## config.mk

```make
export PLATFORM = sky130hd
export DESIGN_NAME = fifo_read_streamer_flat
export DESIGN_NICKNAME = d
export VERILOG_FILES = /design/src/rtl/fifo_read_streamer_if.sv /design/src/rtl/fifo_read_streamer.sv /design/src/flat_wrapper.sv
export SDC_FILE = /design/constraint.sdc
export NUM_CORES = 1
export LEC_CHECK = 0
export CORE_AREA = 2 2 72 74
export CTS_CLUSTER_SIZE = 16
export DETAILED_ROUTE_END_ITERATION = 10
export DIE_AREA = 0 0 74 76
export GPL_ROUTABILITY_DRIVEN = 0
export PLACE_DENSITY = 0.74
export SETUP_SLACK_MARGIN = 0.3
export SYNTH_ARGS = -nofsm -noshare
export SYNTH_HDL_FRONTEND = slang
export SYNTH_SLANG_ARGS = --single-unit
export TNS_END_PERCENT = 1
```

## constraint.sdc

```tcl
create_clock -name r_clk -period 1.95 [get_ports r_clk]
set_input_delay 0.39 -clock r_clk [delete_from_list [all_inputs] [get_ports r_clk]]
set_output_delay 0.39 -clock r_clk [all_outputs]
set_load 0.05 [all_outputs]
```

## src/rtl/fifo_read_streamer_if.sv

```systemverilog
// Bundles the FIFO read port and the outgoing valid/ready stream for fifo_read_streamer.
// The master modport is the streamer; the slave side is the FIFO plus the downstream consumer.
interface fifo_read_streamer_if #(
    parameter int width     = 8,
    parameter int BURST_LEN = 4
);
    localparam int CW = (BURST_LEN > 1) ? $clog2(BURST_LEN) : 1;

    logic             fifo_empty;
    logic [width-1:0] fifo_data;
    logic             fifo_r_en;
    logic             m_valid;
    logic             m_ready;
    logic [width-1:0] m_data;
    logic             m_last;
    logic [CW-1:0]    beat_cnt;
    logic [15:0]      words_out;

    modport master (
        input  fifo_empty, fifo_data, m_ready,
        output fifo_r_en, m_valid, m_data, m_last, beat_cnt, words_out
    );

    modport slave (
        output fifo_empty, fifo_data, m_ready,
        input  fifo_r_en, m_valid, m_data, m_last, beat_cnt, words_out
    );
endinterface

```

## src/rtl/fifo_read_streamer.sv

```systemverilog
// Read-domain consumer for the async FIFO: issues reads, captures the registered data_out
// into a 3-entry skid buffer and emits a burst-framed valid/ready stream at 1 word/cycle.
module fifo_read_streamer #(
    parameter int width     = 8,
    parameter int BURST_LEN = 4
) (
    input logic                 r_clk,
    input logic                 rst,
    fifo_read_streamer_if.master bus
);
    localparam int CW = (BURST_LEN > 1) ? $clog2(BURST_LEN) : 1;
    localparam logic [CW-1:0] LAST_BEAT = CW'(BURST_LEN - 1);

    logic [width-1:0] buffer [0:2];
    logic [1:0]       rd_ptr;
    logic [1:0]       wr_ptr;
    logic [1:0]       occ;
    logic             inflight;
    logic [CW-1:0]    beat_q;
    logic [15:0]      words_q;

    logic             issue;
    logic             pop;
    logic             last;
    logic [1:0]       occ_next;

    function automatic logic [1:0] ptr_inc(input logic [1:0] p);
        return (p == 2'd2) ? 2'd0 : p + 2'd1;
    endfunction

    // Reads are only issued when the word can be guaranteed a buffer slot, so the read
    // decision never looks at m_ready and the buffer can never overflow.
    assign issue    = !bus.fifo_empty && (({1'b0, occ} + {2'b00, inflight}) <= 3'd2);
    assign pop      = bus.m_valid && bus.m_ready;
    assign last     = bus.m_valid && (beat_q == LAST_BEAT);
    assign occ_next = occ + {1'b0, inflight} - {1'b0, pop};

    assign bus.fifo_r_en = issue;
    assign bus.m_valid   = (occ != 2'd0);
    assign bus.m_data    = buffer[rd_ptr];
    assign bus.m_last    = last;
    assign bus.beat_cnt  = beat_q;
    assign bus.words_out = words_q;

    // The FIFO presents data one cycle after r_en, so inflight marks the capture cycle.
    always_ff @(posedge r_clk or posedge rst) begin
        if (rst) begin
            for (int i = 0; i < 3; i++) begin
                buffer[i] <= '0;
            end
            rd_ptr   <= 2'd0;
            wr_ptr   <= 2'd0;
            occ      <= 2'd0;
            inflight <= 1'b0;
            beat_q   <= '0;
            words_q  <= 16'd0;
        end else begin
            inflight <= issue;
            occ      <= occ_next;
            if (inflight) begin
                buffer[wr_ptr] <= bus.fifo_data;
                wr_ptr         <= ptr_inc(wr_ptr);
            end
            if (pop) begin
                rd_ptr  <= ptr_inc(rd_ptr);
                words_q <= words_q + 16'd1;
                beat_q  <= last ? '0 : beat_q + CW'(1);
            end
        end
    end
endmodule

```

## src/flat_wrapper.sv

```systemverilog
// flat-port wrapper written by rule: the top's interface ports become plain ports
module fifo_read_streamer_flat 
#(
    parameter int width     = 8,
    parameter int BURST_LEN = 4
)
  (r_clk, rst, bus_fifo_empty, bus_fifo_data, bus_m_ready, bus_fifo_r_en, bus_m_valid, bus_m_data, bus_m_last, bus_beat_cnt, bus_words_out);
  fifo_read_streamer_if #(.width(width), .BURST_LEN(BURST_LEN)) bus_i ();
  input logic r_clk;
  input logic rst;
  input wire logic [$bits(bus_i.fifo_empty)-1:0] bus_fifo_empty;
  input wire logic [$bits(bus_i.fifo_data)-1:0] bus_fifo_data;
  input wire logic [$bits(bus_i.m_ready)-1:0] bus_m_ready;
  output wire logic [$bits(bus_i.fifo_r_en)-1:0] bus_fifo_r_en;
  output wire logic [$bits(bus_i.m_valid)-1:0] bus_m_valid;
  output wire logic [$bits(bus_i.m_data)-1:0] bus_m_data;
  output wire logic [$bits(bus_i.m_last)-1:0] bus_m_last;
  output wire logic [$bits(bus_i.beat_cnt)-1:0] bus_beat_cnt;
  output wire logic [$bits(bus_i.words_out)-1:0] bus_words_out;
  assign bus_i.fifo_empty = bus_fifo_empty;
  assign bus_i.fifo_data = bus_fifo_data;
  assign bus_i.m_ready = bus_m_ready;
  assign bus_fifo_r_en = bus_i.fifo_r_en;
  assign bus_m_valid = bus_i.m_valid;
  assign bus_m_data = bus_i.m_data;
  assign bus_m_last = bus_i.m_last;
  assign bus_beat_cnt = bus_i.beat_cnt;
  assign bus_words_out = bus_i.words_out;
  fifo_read_streamer #(.width(width), .BURST_LEN(BURST_LEN)) u_core (.r_clk(r_clk), .rst(rst), .bus(bus_i));
endmodule
```

* Word level (Yosys, flattened, before mapping)
Index checks and enable logic that the tools add are counted.
Word-level totals: bits in registers 49, input port bits 12, output and inout bits 29, word-level logic and storage cells 40
Cells by class: $add $sub $neg 7, order comparisons 4, eq/ne operators 3, muxes and demuxes 9, bitwise logic cells 2, reductions and logical operators 6
Operators by type and width (count):
- $bwmux 24 | 1
- $mux 8 | 3
- $add 16x1->16 const B | 1
- $bmux 8 s2 | 1
- $demux 8 s2 | 1
- $add 2x1->2 const B | 3
- $eq 2x2->1 const B | 3
- $ge 3x3->1 const B | 2
- $mux 2 | 3
- $not 2->3 | 2
- $logic_and 1x1->1 | 4
- $add 2x1->3 | 1
- $le 3x2->1 const B | 1
- $lt 3x1->1 const B | 1
- $add 2x1->2 | 1
- $reduce_bool 2->1 | 1
- $sub 2x1->2 | 1
- $logic_not 1->1 | 1

* Longest topological paths before layout
word-level depth 6, mapped depth 8, mapped depth without buffers 8

* Worst setup path before layout
Ideal clock, no wire load.
kind register to output, from register u_core.rd_ptr[0], to output port bus_m_data[0], arrival 1.796 ns, required time 1.560 ns, slack -0.236 ns, cell stages (with the launch flop) 4, buffers on the path 1, path through dfrtp_1 -> buf_2 -> mux2i_1 -> o21ai_0
Between the ends: longest elaborated chain between the ends 4
RTL lines:
- from (decl) | line fifo_read_streamer.sv:15 | logic [1:0] rd_ptr;
- from (signal assigned) | line fifo_read_streamer.sv:65 | rd_ptr <= ptr_inc(rd_ptr);
- $not 2->3 (implied by the code) | line fifo_read_streamer.sv:40 | assign bus.m_data = buffer[rd_ptr];
- $bmux 8 s2 | line fifo_read_streamer.sv:40
- $mux 8 (implied by the code) (2 in series) | line fifo_read_streamer.sv:40
- to (decl) | line flat_wrapper.sv:16 | output wire logic [$bits(bus_i.m_data)-1:0] bus_m_data;
Every way passes these cells. The select of a mux whose other input is x is not followed.

* Final worst setup path
from register u_core.occ[0], to output port bus_m_last
Between the ends: longest elaborated chain between the ends 2
RTL lines:
- from (decl) | line fifo_read_streamer.sv:17 | logic [1:0] occ;
- from (signal assigned) | line fifo_read_streamer.sv:59 | occ <= occ_next;
- $reduce_bool 2->1 | line fifo_read_streamer.sv:39 | assign bus.m_valid = (occ != 2'd0);
- $logic_and 1x1->1 | line fifo_read_streamer.sv:35 | assign last = bus.m_valid && (beat_q == LAST_BEAT);
- to (decl) | line flat_wrapper.sv:17 | output wire logic [$bits(bus_i.m_last)-1:0] bus_m_last;
Every way passes these cells.

==> out/metrics.yaml <==
tns_ns: 0
drc: 0
synth_cells: 182
internal_power_mw: 3.45
status: "completed"
path_class: "reg2out"
antenna_found_initial: 0
hp-class: "in2async"
cp.buffers_inverters: 3
max_stage_delay_ns: 0.39
numCtsBuffers: 5
io_pins: 41
rsz0062_at_grt: "yes"
fp.dieH_um: 76
numPlacedInstances: 294
start_kind: "register"
die_w_um: 74
cp_common_cell: "buf_4"
crit_slowest_cell: "dfrtp_1"
reg2reg_depth: 10
power_density_mw_per_mm2: 1960
ir_drop_mv: 0.821
fin_crit_ns: 1.91
core_mm2: 0.00491
clock-sinks: 49
grt_pass1_vias: 1487
synth_nets: 201
muxShareOfSynthArea_pct: 16.0
n_antenna_cell: 0
fmax_mhz: 523
final_max_slew_viol_count: 0
synth-compound-area-share_pct: 4.06
synth_area_mm2: 0.00219
fin_hold_ws_ns: 0.452
seq_power_share_pct: 30.5
sw_frac_of_total_pct: 43.3
power.total_mw: 6.08
drt-total-wl_mm: 4.28
cp_top_family: "simple AND/OR/NAND/NOR gates"
grt_usage_pct: 16.3
cts_tree: "yes"
fin_util_pct: 63.2
layout_worst_path_cycle_share_pct: 98.1
ys_types: 26
synth_xor_area_share_pct: 6.81
yosys_warnings: 0
avgViaCountPerCell: 4.94
clk_latency_ns: 0.30
slew_headroom_pct: 67.1
dpl.hpwl_mm: 2.86
wl_per_cell_um: 14.1
worstMarginPinSlew_ns: 0.491
cap_violations: 0
layout_commonest_cell: "dfrtp_1"
grt_max_degree: 50
ys_seq_elements: 49
synth_top_family_by_area: "multiplexers"
rrSetupSlack_ns: 0.04
leakage_nw: 1.40
finalClockSkew_ns: 0.00704
drive_gt1_share_pct: 43.2
ant_nets: 0
htree_levels: 2
dieArea_mm2: 0.00562
layout_common_cells: "dfrtp_1, mux2_2, nand2_1"
worst_ep_arrival_time_ns: 1.52
portBuffers: 40
start_util_pct: 44.5
setup_ws_ns: 0.0375
syn_to_final_growth_pct: 41.9
preCtsSetupSlack_ns: -0.0192
hold_viol_final: 0
cp.required_ns: 1.56
fin_cells: 304
p_clk_share_pct: 9.7
setup-violations-final: 0
p_switching_mw: 2.64
drt-pass1-iter-count: 4
avgSynthCellArea_um2: 12.0
cp_max_fo: 3
grt.overflow.total: 0
cp.depth: 5
ys_seq_area_share_pct: 56.1
path_cells: "buf_4, buf_4, or2_4, and2_4, buf_8"
nNetsFinal: 253
root_buffer: "clkbuf_8"
dr_total_vias: 1503
cts.clk_slew.worst_paths_ns: 0.08
dpl_cell_area_mm2: 0.00280
grt_first_pass_wirelength_mm: 7.02
r2r_start: "u_core.occ[0]"
yosys.area_share.simple_pct: 10.6
yosys.area_share.adder_pct: 4.00
final_area_mm2: 0.00310
rr_endpoint: "u_core.occ[1]"
drt_iter0_markers: 99
rows: 26
fillers: 371
combinationalPowerShare_pct: 59.8
cts.path.max_buffers: 2
end_kind: "primary output"
==> synth_stat cells (all sizes together) <==
cell type,instances,area share (%)
mux2i,8,3.7
nor3,4,1.1
and2,2,0.57
nand4,2,0.57
o2111a,1,0.51
xnor2,16,6.4
o21ai,10,2.3
nand3,7,1.6
and4,1,0.40
a21o,3,1.0
or3,1,0.29
dfrtp,49,56
nand2,25,4.4
and3,2,0.57
a21oi,1,0.23
ha,7,4.0
xor2,1,0.40
clkbuf,2,0.34
inv,8,1.4
mux2,24,12
nor2b,1,0.29
nor2,3,0.51
buf,3,0.69
or2,1,0.29
==> state kept, by name, indices dropped and copies added (netlist names) <==
name and count:
u_core.occ 2, u_core.rd_ptr 2, u_core.bus.words_out 16, u_core.buffer 24, u_core.wr_ptr 2, u_core.bus.beat_cnt 2, u_core.inflight 1
==> worst max-delay path by stage <==
stage	startpoint	endpoint	slack (ns)
6_report	u_core.occ[0]	bus_m_last	0.04
5_1_grt	u_core.inflight	bus_fifo_r_en	-0.04
4_1_cts	u_core.occ[0]	bus_fifo_r_en	-0.01
3_5_place_dp	bus_m_ready	u_core.bus.words_out[15]	-0.02
3_3_place_gp	bus_m_ready	u_core.bus.words_out[15]	0.05
2_1_floorplan	u_core.rd_ptr[0]	bus_m_data[1]	0.14
==> worst min-delay path, stage by stage <==
cell and delay, ns:
clkdlybuf4s50_1 0.42, inv_2 0.07, buf_12 0.25
==> cells by family (layout without fill, tap and decap cells) <==
family                   Yosys count  count (layout)
flip-flops                        49              49
AND/OR/NAND/NOR                   49              49
adder cells (fa/ha/maj)            7               7
AO/OA/AOI/OAI                     15              15
buffers and inverters             13              65
multiplexers                      32              32
XOR/XNOR                          17              17
==> layer usage <==
| layer | GRT usage [%] | up-vias | wire [um] |
|---|---|---|---|
| met1 | 20.9 | 750 | 1870 |
| met2 | 26.3 | 27 | 2200 |
| met3 | 3.70 | 7 | 137 |
| met5 | 0 | - | 0 |
| li1 | - | 719 | - |
| met4 | 6.91 | 0 | 79 |
==> cell type report <==
class | instances | area, um^2 | area share [%]
well taps | 70 | 87.6 | 2.82
flip-flops and latches | 49 | 1230 | 39.6
clock buffers | 7 | 86.3 | 2.78
repair buffers | 50 | 554 | 17.9
inverters | 8 | 32.5 | 1.05
multi-input cells | 120 | 1110 | 35.8
==> power groups by stage <==
stage	sequential, mW	clock (mW)	combinational (mW)
after floorplan	1.97	0	1.70
after global placement	1.77	0	3.14
after detailed placement	1.79	0	3.19
after CTS	1.80	0.614	3.45
after global routing	1.92	0.637	3.85
final	1.85	0.589	3.64
==> repair_timing <==
action                                  CTS  global route
pin swaps                                13             6
resized for setup                        52            32
hold buffers                              0             0
endpoints found under the setup margin   26            28
setup buffers                             2             1
No activity file was read; power rests on OpenSTA's default activity.
